--- config.mk ---
export PLATFORM = sky130hd
export DESIGN_NAME = l2_evict_buffer
export DESIGN_NICKNAME = d
export VERILOG_FILES = /design/src/rtl/evict_buf_pkg.sv /design/src/rtl/evict_buf_store.sv /design/src/rtl/l2_evict_buffer.sv
export SDC_FILE = /design/constraint.sdc
export NUM_CORES = 2
export LEC_CHECK = 0
export ABC_AREA = 1
export ABC_CLOCK_PERIOD_IN_PS = 27400
export CORE_MARGIN = 4
export CORE_UTILIZATION = 40
export DETAILED_ROUTE_END_ITERATION = 8
export GPL_TIMING_DRIVEN = 1
export SLEW_MARGIN = 20
export SYNTH_ARGS = -nofsm -noshare
export SYNTH_HDL_FRONTEND = slang
export SYNTH_SLANG_ARGS = --single-unit
--- constraint.sdc ---
create_clock -name clk -period 27.4 [get_ports clk]
set_clock_uncertainty 0.1 [all_clocks]
set_input_delay 4.11 -clock clk [delete_from_list [all_inputs] [get_ports clk]]
set_output_delay 4.11 -clock clk [all_outputs]
set_load 0.03 [all_outputs]
--- src/rtl/evict_buf_pkg.sv ---
// Shared types for the L2 write-back (victim) buffer.
//   line_t  : one 256-bit cache line
//   tag_t   : line tag, address[31:EB_OFFSET_BITS]
//   entry_t : layout of one buffer entry {valid, tag, line}
//   state_t : controller states
package evict_buf_pkg;

  localparam int unsigned EB_LINE_W      = 256;
  localparam int unsigned EB_ADDR_W      = 32;
  localparam int unsigned EB_OFFSET_BITS = 5;

  typedef logic [EB_LINE_W-1:0]                line_t;
  typedef logic [EB_ADDR_W-1-EB_OFFSET_BITS:0] tag_t;

  typedef struct packed {
    logic  valid;
    tag_t  tag;
    line_t line;
  } entry_t;

  typedef enum logic [1:0] {
    IDLE     = 2'd0,
    READ_MEM = 2'd1,
    DRAIN    = 2'd2,
    RESP     = 2'd3
  } state_t;

endpackage

--- src/rtl/evict_buf_store.sv ---
// Entry storage for the victim buffer: circular FIFO of {valid, tag, line}.
// Macro: EVICT_BUF_FWD_EN adds the matched-line mux (hit_line_o); without it
// only the hit flag is produced.
// Ports:
//   clk, rst      clock, synchronous active-high reset (discards all entries)
//   lookup_tag_i  tag compared against every valid entry; also the push tag
//   push_i        append {lookup_tag_i, wline_i} at tail (caller ensures !full)
//   overwrite_i   replace the line of the matching entry with wline_i
//   wline_i       line for push / overwrite
//   pop_i         retire the head entry (caller ensures !empty)
//   hit_o         some valid entry matches lookup_tag_i
//   hit_line_o    line of the matching entry (forwarding build only)
//   head_tag_o, head_line_o  oldest entry, used for draining
//   full_o, empty_o          occupancy flags
module evict_buf_store
  import evict_buf_pkg::*;
#(
  parameter int unsigned DEPTH = 4,
  parameter int unsigned TAG_W = 27
) (
  input  logic             clk,
  input  logic             rst,
  input  logic [TAG_W-1:0] lookup_tag_i,
  input  logic             push_i,
  input  logic             overwrite_i,
  input  line_t            wline_i,
  input  logic             pop_i,
  output logic             hit_o,
`ifdef EVICT_BUF_FWD_EN
  output line_t            hit_line_o,
`endif
  output logic [TAG_W-1:0] head_tag_o,
  output line_t            head_line_o,
  output logic             full_o,
  output logic             empty_o
);

  localparam int unsigned      PTR_W    = $clog2(DEPTH);
  localparam logic [PTR_W:0]   CNT_FULL = (PTR_W+1)'(DEPTH);

  logic [DEPTH-1:0] valid_q;
  logic [TAG_W-1:0] tag_q  [DEPTH];
  line_t            line_q [DEPTH];
  logic [PTR_W-1:0] head_q;
  logic [PTR_W-1:0] tail_q;
  logic [PTR_W:0]   count_q;
  logic [DEPTH-1:0] match_vec;

  // Writes always coalesce onto an existing tag, so at most one bit is set.
  for (genvar gi = 0; gi < DEPTH; gi++) begin : g_match
    assign match_vec[gi] = valid_q[gi] && (tag_q[gi] == lookup_tag_i);
  end

  assign hit_o       = |match_vec;
  assign head_tag_o  = tag_q[head_q];
  assign head_line_o = line_q[head_q];
  assign full_o      = (count_q == CNT_FULL);
  assign empty_o     = (count_q == '0);

`ifdef EVICT_BUF_FWD_EN
  // One-hot match lets a plain AND-OR replace a priority mux.
  always_comb begin
    hit_line_o = '0;
    for (int i = 0; i < int'(DEPTH); i++) begin
      if (match_vec[i]) hit_line_o = hit_line_o | line_q[i];
    end
  end
`endif

  always_ff @(posedge clk) begin
    if (rst) begin
      valid_q <= '0;
      head_q  <= '0;
      tail_q  <= '0;
      count_q <= '0;
    end else begin
      if (pop_i) begin
        valid_q[head_q] <= 1'b0;
        head_q          <= head_q + 1'b1;
      end
      if (push_i) begin
        valid_q[tail_q] <= 1'b1;
        tag_q[tail_q]   <= lookup_tag_i;
        line_q[tail_q]  <= wline_i;
        tail_q          <= tail_q + 1'b1;
      end
      if (overwrite_i) begin
        for (int i = 0; i < int'(DEPTH); i++) begin
          if (match_vec[i]) line_q[i] <= wline_i;
        end
      end
      count_q <= count_q + {{PTR_W{1'b0}}, push_i} - {{PTR_W{1'b0}}, pop_i};
    end
  end

endmodule

--- src/rtl/l2_evict_buffer.sv ---
// Write-back (victim) buffer between the L2 memory port and the cacheline
// adaptor. Read misses bypass queued writebacks; queued lines drain when the
// read path is idle; writes to a buffered tag coalesce in place.
// Macro: EVICT_BUF_FWD_EN -- when defined, read hits are answered from the
// buffer; when undefined, a read hit drains the buffer until the tag is gone
// and then reads memory.
// Ports:
//   clk, rst                  clock, synchronous active-high reset
//   l2_read, l2_write         L2 requests, held until l2_resp
//   l2_address, l2_wdata      L2 line address / writeback line
//   l2_rdata, l2_resp         read line and one-cycle completion pulse
//   mem_read, mem_write       requests to the cacheline adaptor
//   mem_address, mem_wdata    line-aligned address / line to write
//   mem_rdata, mem_resp       adaptor data and completion pulse
// All outputs come straight from flops.
module l2_evict_buffer
  import evict_buf_pkg::*;
#(
  parameter int unsigned DEPTH       = 4,
  parameter int unsigned OFFSET_BITS = EB_OFFSET_BITS
) (
  input  logic         clk,
  input  logic         rst,
  input  logic         l2_read,
  input  logic         l2_write,
  input  logic [31:0]  l2_address,
  input  logic [255:0] l2_wdata,
  output logic [255:0] l2_rdata,
  output logic         l2_resp,
  output logic         mem_read,
  output logic         mem_write,
  output logic [31:0]  mem_address,
  output logic [255:0] mem_wdata,
  input  logic [255:0] mem_rdata,
  input  logic         mem_resp
);

  localparam int unsigned TAG_W = 32 - OFFSET_BITS;

  state_t      state_q, state_d;
  logic        mem_read_q, mem_read_d;
  logic        mem_write_q, mem_write_d;
  logic [31:0] mem_addr_q, mem_addr_d;
  line_t       mem_wdata_q, mem_wdata_d;
  logic        l2_resp_q, l2_resp_d;
  line_t       l2_rdata_q, l2_rdata_d;

  logic [TAG_W-1:0] req_tag;
  logic [TAG_W-1:0] head_tag;
  line_t            head_line;
  logic             hit, full, empty;
  logic             push, overwrite, pop;
`ifdef EVICT_BUF_FWD_EN
  line_t            hit_line;
`endif
  logic             unused_addr_bits;

  assign req_tag          = l2_address[31:OFFSET_BITS];
  assign unused_addr_bits = ^l2_address[OFFSET_BITS-1:0];

  evict_buf_store #(
    .DEPTH (DEPTH),
    .TAG_W (TAG_W)
  ) u_store (
    .clk          (clk),
    .rst          (rst),
    .lookup_tag_i (req_tag),
    .push_i       (push),
    .overwrite_i  (overwrite),
    .wline_i      (l2_wdata),
    .pop_i        (pop),
    .hit_o        (hit),
`ifdef EVICT_BUF_FWD_EN
    .hit_line_o   (hit_line),
`endif
    .head_tag_o   (head_tag),
    .head_line_o  (head_line),
    .full_o       (full),
    .empty_o      (empty)
  );

  always_comb begin
    state_d     = state_q;
    mem_read_d  = mem_read_q;
    mem_write_d = mem_write_q;
    mem_addr_d  = mem_addr_q;
    mem_wdata_d = mem_wdata_q;
    l2_resp_d   = 1'b0;
    l2_rdata_d  = l2_rdata_q;
    push        = 1'b0;
    overwrite   = 1'b0;
    pop         = 1'b0;

    case (state_q)
      IDLE: begin
        if (l2_read) begin
`ifdef EVICT_BUF_FWD_EN
          if (hit) begin
            l2_rdata_d = hit_line;
            l2_resp_d  = 1'b1;
            state_d    = RESP;
          end else begin
`else
          // Memory must not be read while a newer copy sits in the buffer.
          if (hit) begin
            mem_write_d = 1'b1;
            mem_addr_d  = {head_tag, {OFFSET_BITS{1'b0}}};
            mem_wdata_d = head_line;
            state_d     = DRAIN;
          end else begin
`endif
            mem_read_d = 1'b1;
            mem_addr_d = {req_tag, {OFFSET_BITS{1'b0}}};
            state_d    = READ_MEM;
          end
        end else if (l2_write && (hit || !full)) begin
          overwrite  = hit;
          push       = !hit;
          l2_rdata_d = '0;
          l2_resp_d  = 1'b1;
          state_d    = RESP;
        end else if (l2_write || !empty) begin
          // Full-buffer write stalls behind one drain and is retried in IDLE.
          mem_write_d = 1'b1;
          mem_addr_d  = {head_tag, {OFFSET_BITS{1'b0}}};
          mem_wdata_d = head_line;
          state_d     = DRAIN;
        end
      end
      READ_MEM: begin
        if (mem_resp) begin
          mem_read_d = 1'b0;
          l2_rdata_d = mem_rdata;
          l2_resp_d  = 1'b1;
          state_d    = RESP;
        end
      end
      DRAIN: begin
        if (mem_resp) begin
          mem_write_d = 1'b0;
          pop         = 1'b1;
          state_d     = IDLE;
        end
      end
      RESP: begin
        l2_rdata_d = '0;
        state_d    = IDLE;
      end
      default: state_d = IDLE;
    endcase
  end

  always_ff @(posedge clk) begin
    if (rst) begin
      state_q     <= IDLE;
      mem_read_q  <= 1'b0;
      mem_write_q <= 1'b0;
      mem_addr_q  <= '0;
      mem_wdata_q <= '0;
      l2_resp_q   <= 1'b0;
      l2_rdata_q  <= '0;
    end else begin
      state_q     <= state_d;
      mem_read_q  <= mem_read_d;
      mem_write_q <= mem_write_d;
      mem_addr_q  <= mem_addr_d;
      mem_wdata_q <= mem_wdata_d;
      l2_resp_q   <= l2_resp_d;
      l2_rdata_q  <= l2_rdata_d;
    end
  end

  assign mem_read    = mem_read_q;
  assign mem_write   = mem_write_q;
  assign mem_address = mem_addr_q;
  assign mem_wdata   = mem_wdata_q;
  assign l2_resp     = l2_resp_q;
  assign l2_rdata    = l2_rdata_q;

endmodule

# Word-level counts from Yosys, hierarchy flattened
# Memory sizes are Yosys's and may differ from the RTL's. A register that Yosys moved wholly into a read port is not among the register bits.
# Cells that the tools add are included.
[word_totals] ff_bits=560 ramBits=1132 in_bits=549 output_inout_bits=547 word_cells=142 mem_count=2
[mem_list] name="u_store.line_q" words=4 word_bits=256 read_ports=1 rd_ports_with_merged_regs=1 wr=4 line_no="evict_buf_store.sv:43" rtl="line_t line_q [DEPTH];"
[mem_list] name="u_store.tag_q" words=4 word_bits=27 read_ports=5 rd_ports_with_merged_regs=1 wr=1 line_no="evict_buf_store.sv:42" rtl="logic [TAG_W-1:0] tag_q [DEPTH];"
[classes] addsub=4 order_cmp=4 eq_ne=20 mux=72 n_bitwise=3 reduce_logical=26
[ops] cell="$mux 256" n=8
[ops] cell="$pmux 256 s3" n=1
[ops] cell="$reduce_or 256->1" n=1
[ops] cell="$mux 32" n=4
[ops] cell="$eq 27x27->1" n=4
[ops] cell="$mux 1" n=39
[ops] cell="$mux 2" n=11
[ops] cell="$ne 2x2->1 const B" n=7
[ops] cell="$mux 4" n=3
[ops] cell="$reduce_and 4->1" n=3
[ops] cell="$ne 3x3->1 const B" n=3
[ops] cell="$pmux 2 s4" n=1
[ops] cell="$logic_and 1x1->1" n=7
[ops] cell="$lt 2x3->1 const B" n=2
[ops] cell="$pmux 1 s2" n=3
[ops] cell="$reduce_and 3->1" n=2
[ops] cell="$reduce_bool 2->1" n=3
[ops] cell="$reduce_and 5->1" n=1
[ops] cell="$add 2x1->2 const B" n=2
[ops] cell="$and 4x4->4" n=1
[ops] cell="$demux 1 s2" n=2
[ops] cell="$eq 2x2->1 const B" n=2
[ops] cell="$ge 2x1->1 const B" n=2
[ops] cell="$ne 4x4->1 const B" n=1
[ops] cell="other kinds (13)" n=16

# Logic depth before layout (Yosys ltp)
[logic_depth] word_depth=13 ltp_mapped=20 depth_no_buf=17

# Cells and area by module
# From an unflattened synthesis, not the netlist that was laid out.
[unflattened] hier_cells=6937 hier_area_um2=68409.4
[by_module_without_submodules] mod="evict_buf_store" instances=1 cells_per_inst=3281 area_each_um2=44281.2 seq_area_each_um2=34252.9
[by_module_without_submodules] mod="l2_evict_buffer" instances=1 cells_per_inst=3656 area_each_um2=24128.1 seq_area_each_um2=10890.4

# Worst setup path after synthesis
# Ideal clock, no wire load.
[synth_path] path_kind="input -> register" from="input l2_address[27]" to="memory u_store.line_q[0][0] (netlist bit) (enable)" setup_ns=0.629 arrival_ns=10.826 required_time_ns=26.671 slack_ns=15.846 path_stages=14 n_path_buf=1 cell_sequence="buf_2 > o21ai_0 > nor2_1 > nand2_1 > nor2_1 > nand2_1 > nor2_2 > nor2_1 > nand2_1 > inv_1 > nand4_1 > nor2_1 > nand3_1 > nand2_1"
[synth_rtl] item="start, declared" line_no="l2_evict_buffer.sv:26" rtl="input logic [31:0] l2_address,"
[synth_rtl] item="end, declared" line_no="evict_buf_store.sv:43"

==> summary.txt <==
LAYOUT
--------------------------------------------------------------------------------
NumNets Final                                                               8825
Fraction of final layout cells with drive strength greater than 1          5.14%
Final standard cell utilization of the core                                51.2%
Count of filler cells inserted in the layout                               15700
Area Overhead vs Synth                                                     27.0%

CTS
--------------------------------------------------------------------------------
Post-CTS setup buffer count                                                    0
Clock buffer count from CTS                                                  180
H-tree depth                                                                   4
TritonCTS clock tree                                                        done
Clk Latency, worst-skew pair                                             0.84 ns
Clock Sinks                                                                 1689
Root buffer cell                                                    sky130_fd_sc_hd__clkbuf_16
CTS Hold Bufs                                                                  0
Bufs on Longest Clock Path                                                     3
Cts repair resizes                                                             0
Clk slew on worst S/H paths                                              0.06 ns

POWER
--------------------------------------------------------------------------------
Power share of the sequential group                                        37.4%
P_sw                                                                   0.00311 W
Power, Total                                                           0.00860 W
Maximum resistive drop on vdd                                          0.0677 mV
Internal power                                                         0.00550 W
Clock network fraction of design power                                     28.9%
Power share of the combinational group                                     33.6%
Sw frac                                                                    36.1%
Static leakage                                                           35.8 nW
Cell area power density                                             97.6 nW/um^2

SYNTHESIS
--------------------------------------------------------------------------------
Proportion of netlist area held by the largest area contributor            49.0%
Most used flip-flop cell after synthesis                            sky130_fd_sc_hd__edfxtp_1
Flip-flop and latch count after synthesis                                   1689
Post-synthesis instance area                                          69400 um^2
Gate count of the mapped netlist                                            7391
Yosys synthesis warning count                                                  0
Number of enable-type register cells in the synthesized netlist             1132
Biggest area consumer among synthesized cells                       sky130_fd_sc_hd__edfxtp_1
Unique cell type count in the Yosys netlist                                   31
Top-count cell post-synth                                           sky130_fd_sc_hd__nand2_1
Avg Inst Size Synth                                                    9.40 um^2
Most frequent cells after synthesis                                 sky130_fd_sc_hd__nand2_1 (1780), sky130_fd_sc_hd__nor2_1 (1409), sky130_fd_sc_hd__edfxtp_1 (1132)
Top area cells in the synthesized netlist                           sky130_fd_sc_hd__edfxtp_1 (49%), sky130_fd_sc_hd__dfxtp_1 (16%), sky130_fd_sc_hd__nand2_1 (9.6%)
Async set or reset register ratio after synthesis                             0%
Sequential share of the synthesized area                                   65.0%

FLOORPLANNING
--------------------------------------------------------------------------------
Starting Density                                                           40.3%
Die height                                                                425 um
Total Die Area                                                       180000 um^2
Core ar.                                                             172000 um^2
Top-Level Pins                                                              1096
Die W                                                                     425 um
Total number of placement rows                                               152

ROUTING
--------------------------------------------------------------------------------
TritonRoute pass-1 iters                                                       6
Post-detailed-route DRC marker count                                           0
Number of routed nets with antenna violations                                  0
Vias after detailed routing                                                52800
WL per Instance                                                          21.2 um
DR iter-0 viols                                                             3972
Drt via density                                                             4.90
Routed wire length                                                        228 mm

TIMING
--------------------------------------------------------------------------------
Final setup violation count                                                    0
Final Slew Violations                                                          0
Actual transition at the worst max-transition pin                        1.14 ns
Worst slew margin relative to its limit                                    23.9%
Unrepaired setup endpoints after global routing                            false
Fraction of the cycle the final worst path needs                           33.2%
Total negative setup slack                                                  0 ns
Number of hold-slack violations in the final timing report                     0
Timing-limited maximum frequency                                         110 MHz
Crit path time final                                                     9.09 ns

SETUP PATH
--------------------------------------------------------------------------------
Crit path largest cell delay                                             0.84 ns
Master of the slowest instance on the critical path                 sky130_fd_sc_hd__clkdlybuf4s50_1
Worst Path Max Fanout                                                        118
Setup crit start kind                                               primary input
Required time at the worst-slack endpoint                               27.74 ns
CP top delay family                                                 buffers and inverters
Element type at the critical path end                                   register
Critical Setup Path Class                                           primary input to register
Arrival @ worst endpoint                                                 9.44 ns
Worst reg2reg setup slack                                               21.95 ns
Chain of cells forming the critical path                            clkdlybuf4s50_1 -> nand2_1 -> nand2_1 -> nor2_1 -> nand2_1 -> nor2_1 -> nand2_1 -> nor2_1 -> nor2_1 -> nand2_1 -> inv_1 -> nand4_1 -> nor2_1 -> nand3_1 -> nand2_4 -> buf_12 -> buf_4 -> buf_4
Bufs and invs on worst path                                                    5
Startpoint of the most critical register-to-register path           u_store.tag_q[2][7]
Path depth of the worst reg2reg path                                          18
Destination of the worst register-to-register timing path           u_store.line_q[3][205]

GRT
--------------------------------------------------------------------------------
Total overflow reported by the global router                                   0
Global-route wire length before repair                                    329 mm
Maximum number of pins on one net before global-route repair                 228
Vias in the first global route                                             49800
GR Util All Layers                                                         24.3%
Antenna violations before repair                                              96

WORST HOLD PATH
--------------------------------------------------------------------------------
Path category of the worst min-delay check                          register to register
Hold_sp                                                                mem_write
Hold path cells                                                                2
Capture endpoint of the worst hold path                                mem_write

PLACEMENT
--------------------------------------------------------------------------------
Placer congestion estimate                                                 0.914
Estimated wirelength of the detail-placed design                          147 mm
Count of port buffers added during placement                                1085

RUN STATUS
--------------------------------------------------------------------------------
Outcome                                                             finished clean

FLOW RUN
--------------------------------------------------------------------------------
Number of violations of the max-capacitance limit                              0

## worst max-delay path by stage
stage,start,endpoint,slack [ns],depth (start not counted)
after floorplan,l2_address[27],u_store.line_q[0][0],15.85,14
after global placement,l2_address[8],u_store.line_q[3][204],17.32,19
after detailed placement,l2_address[28],u_store.line_q[3][204],17.26,18
after CTS,l2_address[28],u_store.line_q[3][121],18.17,18
after global routing,l2_address[28],u_store.line_q[3][199],17.85,19
final,l2_address[23],u_store.line_q[3][205],18.31,18
## metal layers
| layer | share of wire, % | GRT usage, % | vias to the layer above | routed length, um |
|---|---|---|---|---|
| li1 | - | - | 25700 | - |
| met1 | 37 | 27.5 | 25000 | 85400 |
| met2 | 50 | 41.8 | 1703 | 114000 |
| met3 | 7.4 | 6.28 | 431 | 16800 |
| met4 | 5.3 | 13.3 | 42 | 12000 |
| met5 | 0.13 | 0 | - | 294 |
## cell type report
cell class | instances | area [um^2] | share of cell area (%)
diodes | 51 | 128 | 0.145
clock inverters | 91 | 1030 | 1.17
well taps | 2310 | 2890 | 3.28
inverters | 907 | 3440 | 3.90
flip-flops and latches | 1689 | 45200 | 51.2
multi-input cells | 4343 | 19000 | 21.6
repair buffers | 1144 | 11500 | 13.0
clock buffers | 248 | 5070 | 5.74
## flip-flops by register name, summed over array words and instances (netlist names), 3 cells and up, named ones only
signal / flops
l2_rdata: 256
mem_address: 27
mem_wdata: 256
u_store.count_q: 3
u_store.line_q: 1024
u_store.tag_q: 108
u_store.valid_q: 4
## cells by family after synthesis
kind of cell             count (synthesis)  synth area share [%]
flip-flops                            1689                  65.0
adder cells (fa/ha/maj)                 11                 0.209
AND/OR/NAND/NOR                       3423                  19.2
buffers and inverters                 1363                  7.78
other                                    1               0.00540
XOR/XNOR                                28                 0.353
AO/OA/AOI/OAI                          876                  7.46
## cell usage in the layout, fill, tap and decap left out, types with 43 or more instances in the layout
master,synthesis,layout
sky130_fd_sc_hd__a21oi_1,254,254
sky130_fd_sc_hd__inv_2,86,81
sky130_fd_sc_hd__clkdlybuf4s50_1,0,1085
sky130_fd_sc_hd__clkbuf_1,270,43
sky130_fd_sc_hd__clkbuf_16,0,185
sky130_fd_sc_hd__nor2_1,1409,1403
sky130_fd_sc_hd__o21ai_0,351,351
sky130_fd_sc_hd__o22ai_1,132,132
sky130_fd_sc_hd__nand3_1,98,97
sky130_fd_sc_hd__nand4_1,129,129
sky130_fd_sc_hd__inv_1,821,820
sky130_fd_sc_hd__nand2_1,1780,1772
sky130_fd_sc_hd__a32o_1,124,124
sky130_fd_sc_hd__diode_2,0,51
sky130_fd_sc_hd__buf_4,17,47
sky130_fd_sc_hd__edfxtp_1,1132,1132
sky130_fd_sc_hd__dfxtp_1,557,555
## power by group through the flow
stage               clock, W  sequential, W  combinational, W
floorplan                  0        0.00377           0.00127
global placement           0        0.00326           0.00287
detailed placement         0        0.00327           0.00290
CTS                  0.00254        0.00322           0.00291
global route         0.00265        0.00325           0.00315
finish               0.00249        0.00322           0.00289
## worst register-to-register path: stages (launching register included)
cell,delay (ns)
sky130_fd_sc_hd__edfxtp_1,0.44
sky130_fd_sc_hd__inv_1,0.09
sky130_fd_sc_hd__nand2_1,0.06
sky130_fd_sc_hd__nand2_1,0.08
sky130_fd_sc_hd__nor2_1,0.05
sky130_fd_sc_hd__nand2_1,0.09
sky130_fd_sc_hd__nor2_1,0.07
sky130_fd_sc_hd__nand2_1,0.10
sky130_fd_sc_hd__nor2_1,0.10
sky130_fd_sc_hd__nor2_1,0.17
sky130_fd_sc_hd__nand2_1,0.13
sky130_fd_sc_hd__inv_1,0.11
sky130_fd_sc_hd__nand4_1,0.22
sky130_fd_sc_hd__nor2_1,0.25
sky130_fd_sc_hd__nand3_1,0.15
sky130_fd_sc_hd__nand2_4,0.52
sky130_fd_sc_hd__buf_12,0.59
sky130_fd_sc_hd__buf_4,0.86
sky130_fd_sc_hd__buf_4,0.86
## stage by stage
stage | hold slack [ns] | std cells | area (um^2) | worst slack, ns
2_1_floorplan | 0.347 | 7395 | 69500 | 15.85
3_3_place_gp | 0.345 | 10400 | 81900 | 17.32
3_5_place_dp | 0.346 | 10400 | 81900 | 17.26
4_1_cts | 0.359 | 10700 | 88000 | 18.17
5_1_grt | 0.388 | 10800 | 88200 | 17.85
6_report | 0.358 | 10800 | 88200 | 18.31
(Power assumes the default switching activity.)
